**src/rtl/muldiv_unit.sv**
```systemverilog
`default_nettype none
// ============================================================================
// Module   : muldiv_unit
// Purpose  : Iterative RV32M multiply/divide. Multiplies use 32-cycle radix-2
//            shift-add and divides use 32-cycle restoring division, both on
//            operand magnitudes. Define MULDIV_DIV_EN to build the divider.
// Revision : 1.0 - initial release
// ============================================================================
module muldiv_unit (
    input  logic        clock,
    input  logic        reset_n,
    input  logic        start,
    input  logic [2:0]  funct3,
    input  logic [31:0] op_a,
    input  logic [31:0] op_b,
    input  logic        finish_flag,
    output logic        busy,
    output logic        done,
    output logic [31:0] result
);

    typedef enum logic [1:0] {
        S_IDLE = 2'd0,
        S_CALC = 2'd1,
        S_DONE = 2'd2
    } state_t;

    state_t      r_state;
    state_t      w_state_nxt;
    logic [4:0]  r_cnt;
    logic [2:0]  r_f3;
    logic [63:0] r_acc;
    logic [63:0] r_mcand;
    logic [31:0] r_mplier;
    logic        r_neg_q;
    logic [31:0] r_result;

    logic        w_accept;
    logic        w_is_div;
    logic        w_a_sgn;
    logic        w_b_sgn;
    logic [31:0] w_a_mag;
    logic [31:0] w_b_mag;
    logic        w_fast;
    logic [31:0] w_fast_res;
    logic [63:0] w_mul_acc;
    logic [63:0] w_step;
    logic [63:0] w_prod;
    logic [31:0] w_final;

    assign w_accept = (r_state == S_IDLE) && start && !finish_flag;
    assign w_is_div = funct3[2];
    // Signed operands: a is signed for MULH/MULHSU/DIV/REM, b for MULH/DIV/REM.
    assign w_a_sgn  = op_a[31] & ((funct3 == 3'b001) || (funct3 == 3'b010) ||
                                  (funct3 == 3'b100) || (funct3 == 3'b110));
    assign w_b_sgn  = op_b[31] & ((funct3 == 3'b001) || (funct3 == 3'b100) ||
                                  (funct3 == 3'b110));
    assign w_a_mag  = w_a_sgn ? (32'd0 - op_a) : op_a;
    assign w_b_mag  = w_b_sgn ? (32'd0 - op_b) : op_b;

    assign w_mul_acc = r_mplier[0] ? (r_acc + r_mcand) : r_acc;
    assign w_prod    = r_neg_q ? (64'd0 - w_step) : w_step;

`ifdef MULDIV_DIV_EN
    logic        r_neg_r;
    logic        w_ovf;
    logic [32:0] w_rem_sh;
    logic [32:0] w_diff;
    logic [63:0] w_div_acc;
    logic [31:0] w_quo;
    logic [31:0] w_rem;

    assign w_ovf  = !funct3[0] && (op_a == 32'h8000_0000) && (op_b == 32'hFFFF_FFFF);
    assign w_fast = w_is_div && ((op_b == 32'd0) || w_ovf);

    always_comb begin
        w_fast_res = 32'd0;
        if (op_b == 32'd0)
            w_fast_res = funct3[1] ? op_a : 32'hFFFF_FFFF;
        else if (w_ovf)
            w_fast_res = funct3[1] ? 32'd0 : 32'h8000_0000;
    end

    // Remainder lives in acc[63:32], dividend/quotient shifts through acc[31:0].
    assign w_rem_sh  = {r_acc[63:32], r_acc[31]};
    assign w_diff    = w_rem_sh - {1'b0, r_mcand[31:0]};
    assign w_div_acc = w_diff[32] ? {w_rem_sh[31:0], r_acc[30:0], 1'b0}
                                  : {w_diff[31:0],   r_acc[30:0], 1'b1};
    assign w_step    = r_f3[2] ? w_div_acc : w_mul_acc;
    assign w_quo     = r_neg_q ? (32'd0 - w_step[31:0])  : w_step[31:0];
    assign w_rem     = r_neg_r ? (32'd0 - w_step[63:32]) : w_step[63:32];

    always_comb begin
        if (r_f3[2])
            w_final = r_f3[1] ? w_rem : w_quo;
        else
            w_final = (r_f3[1:0] == 2'b00) ? w_prod[31:0] : w_prod[63:32];
    end

    always_ff @(posedge clock or negedge reset_n) begin
        if (!reset_n)
            r_neg_r <= 1'b0;
        else if (w_accept)
            r_neg_r <= w_a_sgn;
    end
`else
    // Without the divider every divide opcode completes immediately with zero.
    assign w_fast     = w_is_div;
    assign w_fast_res = 32'd0;
    assign w_step     = w_mul_acc;
    assign w_final    = r_f3[2] ? 32'd0 :
                        ((r_f3[1:0] == 2'b00) ? w_prod[31:0] : w_prod[63:32]);
`endif

    always_ff @(posedge clock or negedge reset_n) begin
        if (!reset_n)
            r_state <= S_IDLE;
        else
            r_state <= w_state_nxt;
    end

    always_comb begin
        w_state_nxt = r_state;
        case (r_state)
            S_IDLE:  if (w_accept) w_state_nxt = w_fast ? S_DONE : S_CALC;
            S_CALC:  if (r_cnt == 5'd31) w_state_nxt = S_DONE;
            S_DONE:  w_state_nxt = S_IDLE;
            default: w_state_nxt = S_IDLE;
        endcase
    end

    always_ff @(posedge clock or negedge reset_n) begin
        if (!reset_n) begin
            r_cnt    <= 5'd0;
            r_f3     <= 3'd0;
            r_acc    <= 64'd0;
            r_mcand  <= 64'd0;
            r_mplier <= 32'd0;
            r_neg_q  <= 1'b0;
            r_result <= 32'd0;
        end else begin
            case (r_state)
                S_IDLE: begin
                    if (w_accept) begin
                        r_cnt   <= 5'd0;
                        r_f3    <= funct3;
                        r_neg_q <= w_a_sgn ^ w_b_sgn;
`ifdef MULDIV_DIV_EN
                        if (w_is_div) begin
                            r_acc    <= {32'd0, w_a_mag};
                            r_mcand  <= {32'd0, w_b_mag};
                            r_mplier <= 32'd0;
                        end else
`endif
                        begin
                            r_acc    <= 64'd0;
                            r_mcand  <= {32'd0, w_a_mag};
                            r_mplier <= w_b_mag;
                        end
                        if (w_fast)
                            r_result <= w_fast_res;
                    end
                end
                S_CALC: begin
                    r_acc    <= w_step;
                    r_mcand  <= r_f3[2] ? r_mcand : {r_mcand[62:0], 1'b0};
                    r_mplier <= {1'b0, r_mplier[31:1]};
                    r_cnt    <= r_cnt + 5'd1;
                    if (r_cnt == 5'd31)
                        r_result <= w_final;
                end
                default: ;
            endcase
        end
    end

    assign busy   = (r_state == S_CALC);
    assign done   = (r_state == S_DONE);
    assign result = r_result;

endmodule
`default_nettype wire

```
**config.mk**
```make
export PLATFORM = sky130hd
export DESIGN_NAME = muldiv_unit
export DESIGN_NICKNAME = d
export VERILOG_FILES = /design/src/rtl/muldiv_unit.sv
export SDC_FILE = /design/constraint.sdc
export NUM_CORES = 1
export LEC_CHECK = 0
export CORE_MARGIN = 4
export CORE_UTILIZATION = 61
export CTS_BUF_LIST = sky130_fd_sc_hd__clkbuf_16
export CTS_CLUSTER_SIZE = 10
export DETAILED_ROUTE_END_ITERATION = 6
export PLACE_DENSITY = 0.88
export SETUP_SLACK_MARGIN = 0.02
export SLEW_MARGIN = 40
export SYNTH_ARGS = -nofsm -noshare
export SYNTH_HDL_FRONTEND = slang
export SYNTH_SLANG_ARGS = --single-unit
```
**constraint.sdc**
```tcl
create_clock -name clock -period 6.3 [get_ports clock]
set_input_delay 1.26 -clock clock [delete_from_list [all_inputs] [get_ports clock]]
set_output_delay 1.26 -clock clock [all_outputs]
set_load 0.005 [all_outputs]
```
# [Yosys cells after proc, flatten, opt, wreduce, memory -nomap -nowiden]
# Cells that the tools add are included.
[word_totals] ff_bits=203 in_bits=71 wordCells=66
[classes] n_addsub=5 eq_ne=11 n_mux=23 bitwise_logic=3 n_reduce_logical=16
[op_table] cell="$mux 64" count=5
[op_table] cell="$mux 32" count=8
[op_table] cell="$pmux 64 s2" count=2
[op_table] cell="$pmux 32 s2" count=2
[op_table] cell="$add 64x64->64" count=1
[op_table] cell="$sub 1x32->32 const A" count=2
[op_table] cell="$sub 1x64->64 const A" count=1
[op_table] cell="$pmux 5 s2" count=1
[op_table] cell="$eq 3x3->1 const B" count=2
[op_table] cell="$mux 2" count=3
[op_table] cell="$ne 2x2->1 const B" count=3
[op_table] cell="$reduce_and 2->1" count=3
[op_table] cell="$add 5x1->5 const B" count=1
[op_table] cell="$eq 5x5->1 const B" count=1
[op_table] cell="$logic_or 1x1->1" count=5
[op_table] cell="$mux 5" count=1
[op_table] cell="$logic_not 2->1" count=2
[op_table] cell="$pmux 2 s2" count=1
[op_table] cell="$reduce_and 4->1" count=1
[op_table] cell="$eq 3x1->1 const B" count=1
[op_table] cell="$eq 3x2->1 const B" count=1
[op_table] cell="$reduce_and 3->1" count=1
[op_table] cell="$and 1x1->1" count=2
[op_table] cell="$eq 2x1->1 const B" count=1
[op_table] cell="other kinds (6)" count=7

# [Logic depth before layout (Yosys ltp)]
[logic_depth] word_depth=8 mapped_depth=19 ltp_nobuf=16

# [Worst setup path before layout]
# No wires, ideal clock.
[synth_timing] kind="reg2reg" start="register r_acc[0]" end="register r_result[28], in the netlist result[28]" setup_ps=71 t_arrival_ps=4346 path_slack_ps=1882 stages_incl_launch_ff=18 cell_sequence="dfrtp_1 -> ha_1 -> inv_1 -> fa_1 -> nand2b_1 -> a211oi_4 -> o21a_1 -> o211ai_2 -> a31oi_1 -> xor2_1 -> mux2_2 -> or4_4 -> nor4_2 -> nand3_2 -> or3_1 -> buf_2 -> or4_1 -> nand4_1"
[synth_via] elab_chain_len=8
[synth_rtl] element="from (decl)" line_no="32" rtl="logic [63:0] r_acc;"
[synth_rtl] element="from (signal assigned)" line_no="165" rtl="r_acc <= w_step;"
[synth_rtl] element="$add 64x64->64" line_no="61" rtl="assign w_mul_acc = r_mplier[0] ? (r_acc + r_mcand) : r_acc;"
[synth_rtl] element="$mux 64 *" line_no="61"
[synth_rtl] element="$sub 1x64->64" line_no="62" rtl="assign w_prod = r_neg_q ? (64'd0 - w_step) : w_step;"
[synth_rtl] element="$mux 64 *" line_no="62"
[synth_rtl] element="$mux 32 *" line_no="112" rtl="((r_f3[1:0] == 2'b00) ? w_prod[31:0] : w_prod[63:32]);"
[synth_rtl] element="$mux 32 *" line_no="111" rtl="assign w_final = r_f3[2] ? 32'd0 :"
[synth_rtl] element="$mux 32 *" line_no="169" rtl="if (r_cnt == 5'd31)"
[synth_rtl] element="$pmux 32 s2 *" line_no="142" rtl="case (r_state)"
[synth_rtl] element="to (signal assigned)" line_no="161" rtl="r_result <= w_fast_res;"
[synth_rtl] element="to (signal assigned)" line_no="170" rtl="r_result <= w_final;"
[synth_rtl] element="to (decl)" line_no="36" rtl="logic [31:0] r_result;"
# Mark *: on every way between the ends. The rest lies on a longest branch, timed or not. The select of a mux whose other input is x is not followed.
# A chain may end at the register's enable or synchronous reset.

# [Worst setup path after layout]
# Ends and elaborated chain as after synthesis.

==> results.toml <==
[clock_network]
cts_tree = "done"
cts.repair.resized = 0
clock_latency_ps = 550
clk_root_buffer_cell = "clkbuf_16"
numClockSinks = 203
cts_buffers = 25
postCtsSetupRepairBufs = 0
postCtsHoldBufs = 0
cts_max_level = 1
clock_path_buffers = 3
clk_pin_slew_ps = 60

[pwr]
powerDensity_nw_per_um2 = 504
peakVddDrop_mv = 0.367
leakage_nw = 7.56

[floorplanning]
core_um2 = 27000
dieArea_um2 = 30100
die_w_um = 174
die_y_um = 174
rows = 60
initial_core_util_pct = 62.0
io_pins = 105

[route]
routed_wl_mm = 58.4
ant_nets = 0
drc_errors = 0
wire_per_inst_um = 23.3
drt_iter0_markers = 2382
firstDrtPassIters = 7
via_per_inst = 7.04
vias = 17700

[yosys]
syn-num-nets = 2269
yosysWarnings = 0
synth_flop_cell = "dfrtp_1"
syn_inst = 2129
synthArstFlopShare_pct = 100
syn_area_um2 = 16700
synth_cell_types = 94
synth_area_per_cell_um2 = 7.85
synth_edf_count = 0
ys_ff_latch = 203
ys_seq_area_share_pct = 30.4

[timing]
hold_violations = 0
slew_headroom_pct = 43.2
fin_skew_ps = 24.9
rsz0062_at_grt = "no"
timing.setup.tns_ps = 0
slew_violations = 0
tightest_slew_ps = 843
post-route-period-util_pct = 84.7
max_freq_mhz = 187
min_period_ps = 5340
setup_viol = 0

[placement]
portBuffers = 104
hpwl_mm = 43.8
place.gp.congestion = 1.03
dpl_cell_area_um2 = 18000

[finish]
design_area_um2 = 18700
mostFrequentLayoutCells = "nand2_1, o21ai_0, dfrtp_1"
syn2layout_area_growth_pct = 11.9
antennaDiodeCount = 0
final_common_cell = "nand2_1"
fin_nets = 2300
layout-drive-gt1-share_pct = 5.49

[critical_path]
critPathArrivalTime_ps = 5810
path_class = "reg2reg"
end_kind = "flip-flop"
startpoint_type = "flip-flop"
crit_required_ps = 6780
critPathMaxFanout = 9

[hold_path]
hold_path.class = "reg2reg"

[global_route]
grt_use_total_pct = 37.4
grt_pass1_wl_mm = 91.9
grt_pass1_vias = 16800
antenna_found_initial = 0
overflow = 0
grt_max_degree = 109

[run_status]
status = "completed"

[flow_run]
maxCapViolations = 0
layer usage:
metal / GRT usage, % / part of all wire [%] / up-vias
li1: - / - / 8035
met1: 51.3 / 40 / 8441
met2: 59.5 / 45 / 997
met3: 5.30 / 9.7 / 181
met4: 16.3 / 5.2 / 0
met5: 0 / 0 / -
where the power goes:
part / switching [mW] / total [mW] / internal (mW)
combinational: 3.80 / 5.80 / 2.01
clock: 0.558 / 1.26 / 0.704
sequential: 0.549 / 2.35 / 1.80
cell type report:
type | count | area (µm²)
fill | 2183 | 8250
sequential | 203 | 5080
inverter | 31 | 118
clock inverter | 10 | 47.5
clock buffer | 25 | 626
multi-input combinational | 1764 | 11100
timing repair buffer | 135 | 1340
tap | 341 | 427
flip-flops by register name, summed over array words and instances (netlist names):
| register | cells |
|---|---|
| r_f3 | 3 |
| r_cnt | 5 |
| result | 32 |
| r_acc | 64 |
| r_neg_q | 1 |
| r_state | 2 |
| r_mcand | 64 |
| r_mplier | 32 |
critical path: stages, from the launching register on:
cell and delay, ps:
dfrtp_1 380, ha_1 230, inv_1 80, fa_1 410
nand2b_1 220, a211oi_4 460, o21a_1 290, o211ai_2 240
a2111oi_1 540, o21ai_1 150, a221oi_1 330, a21o_1 260
nor4bb_1 300, buf_4 220, nand3_2 110, or3_1 450
or4_1 500, nand4_1 100
cells in the mapped netlist (19+ instances only):
master    number  area share [%]
a211oi_1      19            0.85
a21o_1        27             1.2
a21oi_1      175             5.2
a22o_1        36             1.9
a22oi_1       45             2.0
a31oi_1       23            0.86
clkbuf_1     101             2.3
dfrtp_1      203              30
ha_1          68             5.1
inv_1         28            0.63
mux2i_1       34             2.0
nand2_1      242             5.4
nand3_1      100             3.0
nand4_1       35             1.3
nor2_1       159             3.6
nor3_1        66             2.0
nor4_1        23            0.86
o211ai_1      20            0.90
o21ai_0      231             6.9
o31ai_1       34             1.5
or3_1         27             1.0
xnor2_1       59             3.1
xor2_1        63             3.3
final timing paths:
path                                   start           end  slack (ps)  cells past startpoint
worst max-delay path                r_acc[0]    result[28]         960                     17
worst min-delay path            r_mplier[31]  r_mplier[31]         490                      2
worst max register to register      r_acc[0]    result[28]         960                     17
worst min register to register  r_mplier[31]  r_mplier[31]         490                      2
max in group asynchronous            reset_n   r_mplier[0]        4780                      2
min in group asynchronous            reset_n   r_mcand[37]         570                      1
stage by stage:
step,setup WS (ps),utilization [%],hold WS [ps],std cells,power (mW)
2_1_floorplan,1880,-,449,2129,6.08
6_report,963,69.4,489,2509,9.42
4_1_cts,1070,69.2,487,2508,9.25
3_5_place_dp,1090,66.7,475,2473,7.95
5_1_grt,512,69.4,519,2509,10.0
3_3_place_gp,1240,66.5,462,2471,7.80
cell families (layout without fill, tap and decap cells):
logic type | count (synthesis) | count (layout) | share of synthesized area [%]
and+or+nand+nor | 771 | 771 | 22.6
AOI/OAI and AO/OA | 762 | 762 | 29.2
DFF | 203 | 203 | 30.4
buffers and inverters | 162 | 201 | 3.76
xor gates and xnor gates | 122 | 122 | 6.39
adders and majority gates | 69 | 69 | 5.21
muxes | 40 | 40 | 2.44
(Power assumes the default switching activity.)
